===== src/rtl/muldiv_unit.sv =====
// Iterative RV32M multiply/divide unit (radix-2 shift-add multiply, restoring divide).
// Latency: DATA_WIDTH+1 cycles for normal ops, 1 cycle for div-by-zero/overflow (and multiplies when fast).
// Backpressure: none; busy_o stalls the pipeline, start_i is ignored while busy_o=1.
//
// Ports: clk_i/rst_ni (async active-low), start_i + op_i (funct3) + srcA_i/srcB_i launch an op,
//        flush_i aborts any op in flight, busy_o = op in flight, valid_o = one-cycle result strobe,
//        result_o holds the last result until the next valid_o.
// Optional feature: define MULDIV_FAST_MUL_EN for single-cycle multiplies using a multiply operator.
module muldiv_unit #(
  parameter int DATA_WIDTH = 32,
  parameter int CNT_WIDTH  = 5
) (
  input  logic                  clk_i,
  input  logic                  rst_ni,
  input  logic                  start_i,
  input  logic [2:0]            op_i,
  input  logic [DATA_WIDTH-1:0] srcA_i,
  input  logic [DATA_WIDTH-1:0] srcB_i,
  input  logic                  flush_i,
  output logic                  busy_o,
  output logic                  valid_o,
  output logic [DATA_WIDTH-1:0] result_o
);

  localparam int W = DATA_WIDTH;

  localparam logic [1:0] ST_IDLE = 2'd0;
  localparam logic [1:0] ST_CALC = 2'd1;
  localparam logic [1:0] ST_FIX  = 2'd2;

  logic [1:0]           state_q;
  logic [2:0]           op_q;
  logic [W-1:0]         opnd_q;   // multiplicand (mul) or divisor (div), magnitude
  logic [2*W-1:0]       acc_q;    // mul: {hi, lo/multiplier}; div: {rem, quot}
  logic                 neg_q;    // negate the magnitude result in FIX
  logic [CNT_WIDTH-1:0] cnt_q;

  // ---------------- launch decode (IDLE only) ----------------
  logic         is_div_in;
  logic         sign_a_in;
  logic         sign_b_in;
  logic         neg_a;
  logic         neg_b;
  logic [W-1:0] abs_a;
  logic [W-1:0] abs_b;
  logic         div_zero;
  logic         div_ovf;

  always_comb begin
    is_div_in = op_i[2];
    // Div side: even funct3 is signed. Mul side: only MULHU has unsigned A, MULHSU/MULHU unsigned B.
    sign_a_in = is_div_in ? ~op_i[0] : (op_i[1:0] != 2'b11);
    sign_b_in = is_div_in ? ~op_i[0] : ~op_i[1];
    neg_a     = sign_a_in & srcA_i[W-1];
    neg_b     = sign_b_in & srcB_i[W-1];
    abs_a     = neg_a ? (~srcA_i + 1'b1) : srcA_i;
    abs_b     = neg_b ? (~srcB_i + 1'b1) : srcB_i;
    div_zero  = is_div_in & (srcB_i == '0);
    div_ovf   = is_div_in & ~op_i[0] & (srcA_i == {1'b1, {(W-1){1'b0}}}) & (srcB_i == '1);
  end

  // ---------------- optional single-cycle multiplier ----------------
  logic [2*W-1:0] fast_prod;
`ifdef MULDIV_FAST_MUL_EN
  localparam bit FastMul = 1'b1;
  logic [2*W+1:0] fast_a;
  logic [2*W+1:0] fast_b;
  logic [2*W+1:0] fast_full;
  always_comb begin
    // Sign- or zero-extend to 2W+2 bits; the truncated unsigned product is the exact signed product.
    fast_a    = {{(W+2){sign_a_in & srcA_i[W-1]}}, srcA_i};
    fast_b    = {{(W+2){sign_b_in & srcB_i[W-1]}}, srcB_i};
    fast_full = fast_a * fast_b;
    fast_prod = fast_full[2*W-1:0];
  end
`else
  localparam bit FastMul = 1'b0;
  assign fast_prod = '0;
`endif

  // ---------------- one iteration step ----------------
  logic [W:0]     mul_sum;
  logic [2*W-1:0] mul_next;
  logic [W:0]     div_trial;
  logic [2*W-1:0] div_next;

  always_comb begin
    // Multiply: add multiplicand into the high half when the multiplier LSB is set, then shift right
    // with the carry entering the top.
    mul_sum  = {1'b0, acc_q[2*W-1:W]} + {1'b0, opnd_q};
    mul_next = acc_q[0] ? {mul_sum, acc_q[W-1:1]} : {1'b0, acc_q[2*W-1:1]};
    // Divide: shifted remainder needs W+1 bits since it can reach 2*divisor-1.
    div_trial = acc_q[2*W-1:W-1] - {1'b0, opnd_q};
    div_next  = div_trial[W] ? {acc_q[2*W-2:0], 1'b0}
                             : {div_trial[W-1:0], acc_q[W-2:0], 1'b1};
  end

  // ---------------- sign fix-up and output select ----------------
  logic [2*W-1:0] prod_fix;
  logic [W-1:0]   quot_fix;
  logic [W-1:0]   rem_fix;
  logic [W-1:0]   fix_res;

  always_comb begin
    prod_fix = neg_q ? (~acc_q + 1'b1) : acc_q;
    quot_fix = neg_q ? (~acc_q[W-1:0] + 1'b1) : acc_q[W-1:0];
    rem_fix  = neg_q ? (~acc_q[2*W-1:W] + 1'b1) : acc_q[2*W-1:W];
    fix_res  = prod_fix[W-1:0];
    case (op_q)
      3'b000:                 fix_res = prod_fix[W-1:0];
      3'b001, 3'b010, 3'b011: fix_res = prod_fix[2*W-1:W];
      3'b100, 3'b101:         fix_res = quot_fix;
      default:                fix_res = rem_fix;
    endcase
  end

  // ---------------- FSM and datapath registers ----------------
  always_ff @(posedge clk_i or negedge rst_ni) begin
    if (!rst_ni) begin
      state_q  <= ST_IDLE;
      op_q     <= '0;
      opnd_q   <= '0;
      acc_q    <= '0;
      neg_q    <= 1'b0;
      cnt_q    <= '0;
      valid_o  <= 1'b0;
      result_o <= '0;
    end else begin
      valid_o <= 1'b0;
      if (flush_i) begin
        state_q <= ST_IDLE;
      end else begin
        case (state_q)
          ST_IDLE: begin
            if (start_i) begin
              op_q   <= op_i;
              opnd_q <= is_div_in ? abs_b : abs_a;
              cnt_q  <= CNT_WIDTH'(W-1);
              // Remainder takes the dividend's sign; products and quotients take signA^signB.
              neg_q  <= (is_div_in & op_i[1]) ? neg_a : (neg_a ^ neg_b);
              if (div_zero) begin
                // Preloaded as {rem, quot} so the normal FIX select picks the right value.
                acc_q   <= {srcA_i, {W{1'b1}}};
                neg_q   <= 1'b0;
                state_q <= ST_FIX;
              end else if (div_ovf) begin
                acc_q   <= {{W{1'b0}}, srcA_i};
                neg_q   <= 1'b0;
                state_q <= ST_FIX;
              end else if (FastMul && !is_div_in) begin
                acc_q   <= fast_prod;
                neg_q   <= 1'b0;
                state_q <= ST_FIX;
              end else begin
                acc_q   <= is_div_in ? {{W{1'b0}}, abs_a} : {{W{1'b0}}, abs_b};
                state_q <= ST_CALC;
              end
            end
          end
          ST_CALC: begin
            acc_q <= op_q[2] ? div_next : mul_next;
            cnt_q <= cnt_q - 1'b1;
            if (cnt_q == '0) begin
              state_q <= ST_FIX;
            end
          end
          ST_FIX: begin
            result_o <= fix_res;
            valid_o  <= 1'b1;
            state_q  <= ST_IDLE;
          end
          default: state_q <= ST_IDLE;
        endcase
      end
    end
  end

  assign busy_o = (state_q != ST_IDLE);

endmodule


===== config.mk =====
export PLATFORM = sky130hd
export DESIGN_NAME = muldiv_unit
export DESIGN_NICKNAME = d
export VERILOG_FILES = /design/src/rtl/muldiv_unit.sv
export SDC_FILE = /design/constraint.sdc
export NUM_CORES = 1
export LEC_CHECK = 0
export CORE_MARGIN = 2
export CORE_UTILIZATION = 51
export CTS_CLUSTER_DIAMETER = 60
export DETAILED_ROUTE_END_ITERATION = 10
export MAX_ROUTING_LAYER = met4
export PLACE_DENSITY_LB_ADDON = 0.1
export SKIP_CTS_REPAIR_TIMING = 1
export SYNTH_ARGS = -nofsm -noshare
export SYNTH_HDL_FRONTEND = slang
export SYNTH_SLANG_ARGS = --single-unit

===== constraint.sdc =====
create_clock -name clk_i -period 7 [get_ports clk_i]
set_input_delay 1.4 -clock clk_i [delete_from_list [all_inputs] [get_ports clk_i]]
set_output_delay 1.4 -clock clk_i [all_outputs]
set_load 0.005 [all_outputs]

==> results.md, run 1 <==
- Status: finished, final reports clean
- Initial core utilization: 51.5%
- CTS Buf Count: 17
- Crit path capture type: flop
- Vias per cell: 6.60
- Placed cell areas: 16300 um2
- Most common cell in the netlist: nand2_1
- Crit path time final: 4.69 ns
- Ys flop type: dfrtp_1
- Async set-reset flop share out of synthesis: 100%
- CP Cell Sequence: clkdlybuf4s50_1, or4_1, nor4_1, nand4_1, nor4_2, nor2_1, nand2_1, nor2_1, a221oi_1
- RePlAce Congestion: 1.03
- Synth cell count leaders: nand2_1, a21oi_1, nor2_1, o21ai_0, dfrtp_1
- Power density cells: 525 nW/um2
- Avg WL per Cell: 24.0 um
- GRT Util Overall: 38.7%
- Top cell type by total area after synthesis: dfrtp_1
- Slew headroom: 13.6%
- Syn Inst Count: 2064
- Post-synth cell types: 87
- Multi-input gate area: 10800 um2
- Drc violations: 0
- Final #Nets: 2189
- DP Worst Slack: 1.91 ns
- Pleak: 6.80 nW
- Seq cells post-synth: 140
- Fin crit share: 67.0%
- DR vias: 16200
- FF+latch area: 3510 um2
- CTS clk-pin slew, worst paths: 0.07 ns
- Fin area: 16800 um2
- Worst hold slack: 0.479 ns
- Unrepaired setup endpoints after global routing: false
- Worst VDD drop: 0.272 mV
- Clock tree sinks: 140
- Initial antenna violation count: 1
- Crit-path slowest cell: nor4_2
- Post-synth EDFFs: 0
- Syn nets: 2208
- Highest Clock Rate: 213 MHz
- Grt total ovfl: 0
- Die Span Y: 176 um
- Clock Latency Late Sink: 0.45 ns
- Clock Skew: 0.0144 ns
- CP max FO: 7
- Share of cells above drive strength 1: 5.20%
- CP bufs+invs: 1
- Pin count of the biggest net entering global routing: 94
- DR pass1 iterations: 8
- DR iter-0 viols: 1879
- Max Buffers Root-to-Sink: 2
- Req. time, crit path: 7.34 ns
- # fillers: 2873
- Core Region: 29500 um2
- Htree depth: 4
- Chip width: 176 um
- Layout area overhead: 10.9%
- IO Count: 105
- CP arrival: 5.03 ns
- Number of global-route vias before repair: 14800
- Critical Path Max Stage Delay: 0.73 ns
- Final setup TNS: 0 ns
- Row count: 63
- Final Hold Viols: 0
- Final WS setup: 2.31 ns
- Slew @ Worst Pin: 1.28 ns
- Worst Hold Class: reg2reg
- Post-Syn Area: 15200 um2
- Pins Over Slew Limit: 0
- Power Total: 8.83 mW
- Final wirelength: 58700 um
- Critical path startpoint category: input port
- Sequential area share after synthesis: 23.1%
- Crit path top cell by count: nor2_1
- Port Buf Inserts: 104
- Synth top area share: 23.1%
- Final HPWL DP: 44400 um
- YS warnings: 0
- TritonCTS clock tree: done
- Maxcap violations: 0
- Mean post-synth cell area: 7.35 um2
- First-pass GRT wire length: 88500 um
- Synth area leaders: dfrtp_1, a21oi_1, nand2_1, ha_1, xnor2_1
- Final setup fails: 0
- R2R setup slack: 2.77 ns
- Setup Crit Path Kind: in2reg
- Top delay family on crit path: simple AND/OR/NAND/NOR gates
- Die area: 31100 um2
- Root buf cell: clkbuf_16
- DRT antenna net count: 0
-- cell usage in the layout (no fill, tap or decap), types with 19 or more instances in the layout --
cell type        count
o211ai_1            32
inv_1               67
o21ai_0            158
xnor2_1            100
mux2i_1             41
a31oi_1             31
a21oi_1            195
nand4_1             22
o31ai_1             36
ha_1                71
xor2_1              78
o22ai_1             32
a21o_1              32
nor2_1             187
buf_4               19
nor3_1              40
clkdlybuf4s50_1    102
a211oi_1            29
nand2b_1            22
dfrtp_1            137
nand2_1            257
nand3_1             36
-- worst register-to-register path: cells and delay by family, from the launching register on --
kind	cells	cell delay, ns
compound gates	6	2.43
xor+xnor	1	0.10
fa+ha+maj	2	0.45
buf+inv	2	0.48
flops	1	0.52
simple gates	1	0.16
-- per-layer routing --
| layer | track usage [%] | share of wire [%] | vias up |
|---|---|---|---|
| li1 | - | - | 7466 |
| met1 | 53.0 | 42 | 7657 |
| met2 | 55.3 | 42 | 912 |
| met3 | 8.03 | 11 | 119 |
| met4 | 16.1 | 4.6 | 0 |
| met5 | - | 0 | - |
-- through the flow --
step | std cells | utilization [%]
2_1_floorplan | 2064 | -
3_5_place_dp | 2416 | 55.1
3_3_place_gp | 2416 | 55.1
6_report | 2449 | 57.1
5_1_grt | 2449 | 57.1
4_1_cts | 2448 | 57.1
-- worst paths after layout --
check,from,end,cells after the start
worst max register to register,acc_q[31],acc_q[39],12
worst min-delay path,op_q[0],op_q[0],2
worst min register to register,op_q[0],op_q[0],2
max in group asynchronous,rst_ni,op_q[2],2
min in group asynchronous,rst_ni,opnd_q[11],1
worst max-delay path,srcB_i[9],acc_q[31],9
-- sequential cells by signal (all words and copies together), names as in the netlist --
signal and cells:
op_q 3, valid_o 1, state_q 2, result_o 32, acc_q 64, neg_q 1, opnd_q 32, cnt_q 5
-- where the power goes --
part           switching (mW)  total (mW)  internal (mW)  leakage [nW]
Clock                   0.453       0.929          0.475         0.282
Sequential              0.784        1.94           1.16          1.70
Combinational            3.63        5.96           2.33          4.81
-- layout make-up --
| cell class | count | share of cell area (%) |
|---|---|---|
| multi-input cells | 1694 | 64.3 |
| flip-flops and latches | 140 | 20.8 |
| repair buffers | 123 | 7.01 |
| well taps | 390 | 2.90 |
| clock buffers | 17 | 2.53 |
| inverters | 69 | 1.54 |
| clock inverters | 15 | 0.870 |
| diodes | 1 | 0.0149 |
-- cells by family after synthesis --
| group | count (synthesis) | synth area share (%) |
|---|---|---|
| AOI/OAI and AO/OA | 705 | 30.0 |
| and+or+nand+nor | 684 | 21.0 |
| buffers and inverters | 230 | 5.78 |
| xor gates and xnor gates | 180 | 10.5 |
| DFF | 140 | 23.1 |
| adders and majority gates | 73 | 6.12 |
| muxes | 52 | 3.52 |
(Power assumes the default switching activity.)
==> run 2, diff against run 1 <==
- clock period: 7 -> 4.5 ns (I/O delays scaled with it)
==> results.md, run 2 (synthesis results as in run 1) <==
- Core Region: 29500 um2 (unchanged)
- Die area: 31100 um2 (unchanged)
- Layout area overhead: 13.6%
- R2R depth: 10 (-2)
- Final setup TNS: 0 ns (unchanged)
- Port Buf Inserts: 104 (unchanged)
- CTS clk-pin slew, worst paths: 0.07 ns (about the same)
- Fin crit share: 85.4%
- Max Buffers Root-to-Sink: 2 (unchanged)
- Power density cells: 819 nW/um2 (+56%)
- DRT antenna net count: 0 (unchanged)
- GRT Util Overall: 39.9% (+1.3 points)
- Pleak: 7.05 nW (+3.7%)
- GR Util met3: 7.08% (-0.95 points)
- Status: finished, final reports clean
- Initial antenna violation count: 1 (unchanged)
- Final HPWL DP: 46600 um (+5.0%)
- Unrepaired setup endpoints after global routing: false
- Highest Clock Rate: 260 MHz
- Most flops, register: acc_q
- Setup Crit Path Kind: reg2reg
- IO Count: 105 (unchanged)
- First-pass GRT wire length: 91000 um (+2.8%)
- Worst Hold Class: in2async
- Crit path time final: 3.84 ns
- Final setup fails: 0 (unchanged)
- Crit-path slowest cell: dfrtp_1
- Avg WL per Cell: 24.2 um (+1.0%)
- Final #Nets: 2238 (+2.2%)
- Number of global-route vias before repair: 14900 (+0.70%)
- Final wirelength: 60500 um (+3.0%)
- Slew @ Worst Pin: 0.946 ns (-0.337 ns)
- Drc violations: 0 (unchanged)
- R2R setup slack: 0.66 ns (-2.11 ns)
- Met2 usage in global routing: 57.2% (+2.0 points)
- Initial core utilization: 51.5% (unchanged)
- Die Span Y: 176 um (unchanged)
- GR peak layer: met2
- Pins Over Slew Limit: 0 (unchanged)
- Largest register FFs: 64 (unchanged)
- Critical Path Source: acc_q[37]
- DR pass1 iterations: 7 (-1)
- Worst VDD drop: 0.603 mV (+120%)
- CTS Buf Count: 17 (unchanged)
- Final Hold Viols: 0 (unchanged)
- Root buf cell: clkbuf_16
- Slew headroom: 36.9% (+23 points)
- Critical path startpoint category: flop
- CP max FO: 11 (+4)
- DR vias: 16400 (+1.5%)
- Clock Latency Late Sink: 0.45 ns (about the same)
- Crit path capture type: flop
- Htree depth: 4 (unchanged)
- Reg-to-reg endpoint: acc_q[62]
- CP arrival: 4.18 ns (-0.85 ns)
- Clock Skew: 0.0181 ns (+0.00374 ns)
- Maxcap violations: 0 (unchanged)
- Biggest regs: acc_q: 64 flops, opnd_q: 32 flops, result_o: 32 flops
- Vias per cell: 6.57 (-0.46%)
- Grt total ovfl: 0 (unchanged)
- Req. time, crit path: 4.84 ns (-2.50 ns)
- Fin util: 58.4% (+1.3 points)
- Worst setup path end: acc_q[62]
- RePlAce Congestion: 1.00 (-2.1%)
- Chip width: 176 um (unchanged)
- Most frequent cells in the layout: nand2_1, a21oi_1, nor2_1
- Critical Path Max Stage Delay: 0.58 ns (-0.15 ns)
- CP Cell Sequence: ha_1, a2111oi_0, o21ai_0, nand3_1, a21oi_1, o41ai_1, nand2b_1, a32oi_1, mux2_2, a32o_1
- Share of cells above drive strength 1: 7.40% (+2.2 points)
- Clock tree sinks: 140 (unchanged)
- Met1 Usage GRT: 56.3% (+3.3 points)
- Row count: 63 (unchanged)
- Pin count of the biggest net entering global routing: 95 (+1.1%)
- Most common cell after layout, fill and taps aside: nand2_1
- DR iter-0 viols: 2202 (+17%)
- TritonCTS clock tree: done
- Reg-to-reg startpoint: acc_q[37]
[run 2: changes by cell type in the layout (fill, tap and decap cells not counted)]
cell,delta
clkinv_4,-1
nor2_2,+1
clkinv_8,+3
inv_6,-1
clkinvlp_4,+1
clkinv_2,-1
buf_4,+48
buf_12,+1
inv_8,-1
nor2_4,-1
[run 2: worst min path at each step]
| stage | to | slack [ns] | cells past startpoint |
|---|---|---|---|
| 6_report | opnd_q[11] | 0.46 | 1 |
| 5_1_grt | result_o[10] | 0.50 | 2 |
| 3_3_place_gp | result_o[10] | 0.46 | 2 |
| 2_1_floorplan | op_q[0] | 0.45 | 2 |
| 3_5_place_dp | result_o[10] | 0.47 | 2 |
| 4_1_cts | result_o[10] | 0.49 | 2 |
[run 2: critical path, delay by kind of cell, from the launching register on]
kind / cells / cell delay [ns]
mux: 1 / 0.35
compound gates: 6 / 2.00
flops: 1 / 0.58
fa+ha+maj: 1 / 0.36
simple gates: 2 / 0.44
[run 2: report_power, final]
| part | internal, mW | switching, mW |
|---|---|---|
| combinational | 3.83 | 6.09 |
| sequential | 1.81 | 0.910 |
| clock | 0.747 | 0.710 |
| total | 6.39 | 7.71 |
[run 2: area by class of cell]
cell class                      count  area (um2)
Tap cell                          390         488
Timing Repair Buffer              172        1560
Antenna cell                        1        2.50
Inverter                           69         259
Fill cell                        2827       12300
Multi-Input combinational cell   1694       10800
Sequential cell                   140        3510
Clock inverter                     15         169
Clock buffer                       17         425
[run 2: stage by stage]
step	hold WS [ns]	instance area [um2]	setup WS, ns	instances	total power [mW]
2_1_floorplan	0.447	15200	1.15	2064	9.08
3_3_place_gp	0.464	16600	0.545	2465	12.2
3_5_place_dp	0.469	16600	0.484	2465	12.3
4_1_cts	0.486	17200	0.753	2497	13.8
5_1_grt	0.503	17200	0.459	2498	15.0
6_report	0.460	17200	0.659	2498	14.1
[run 2: routing by layer]
metal / vias up / share of wire (%)
met3: 110 / 10
met4: 0 / 3.9
li1: 7571 / -
met1: 7822 / 44
met2: 899 / 42
met5: - / 0
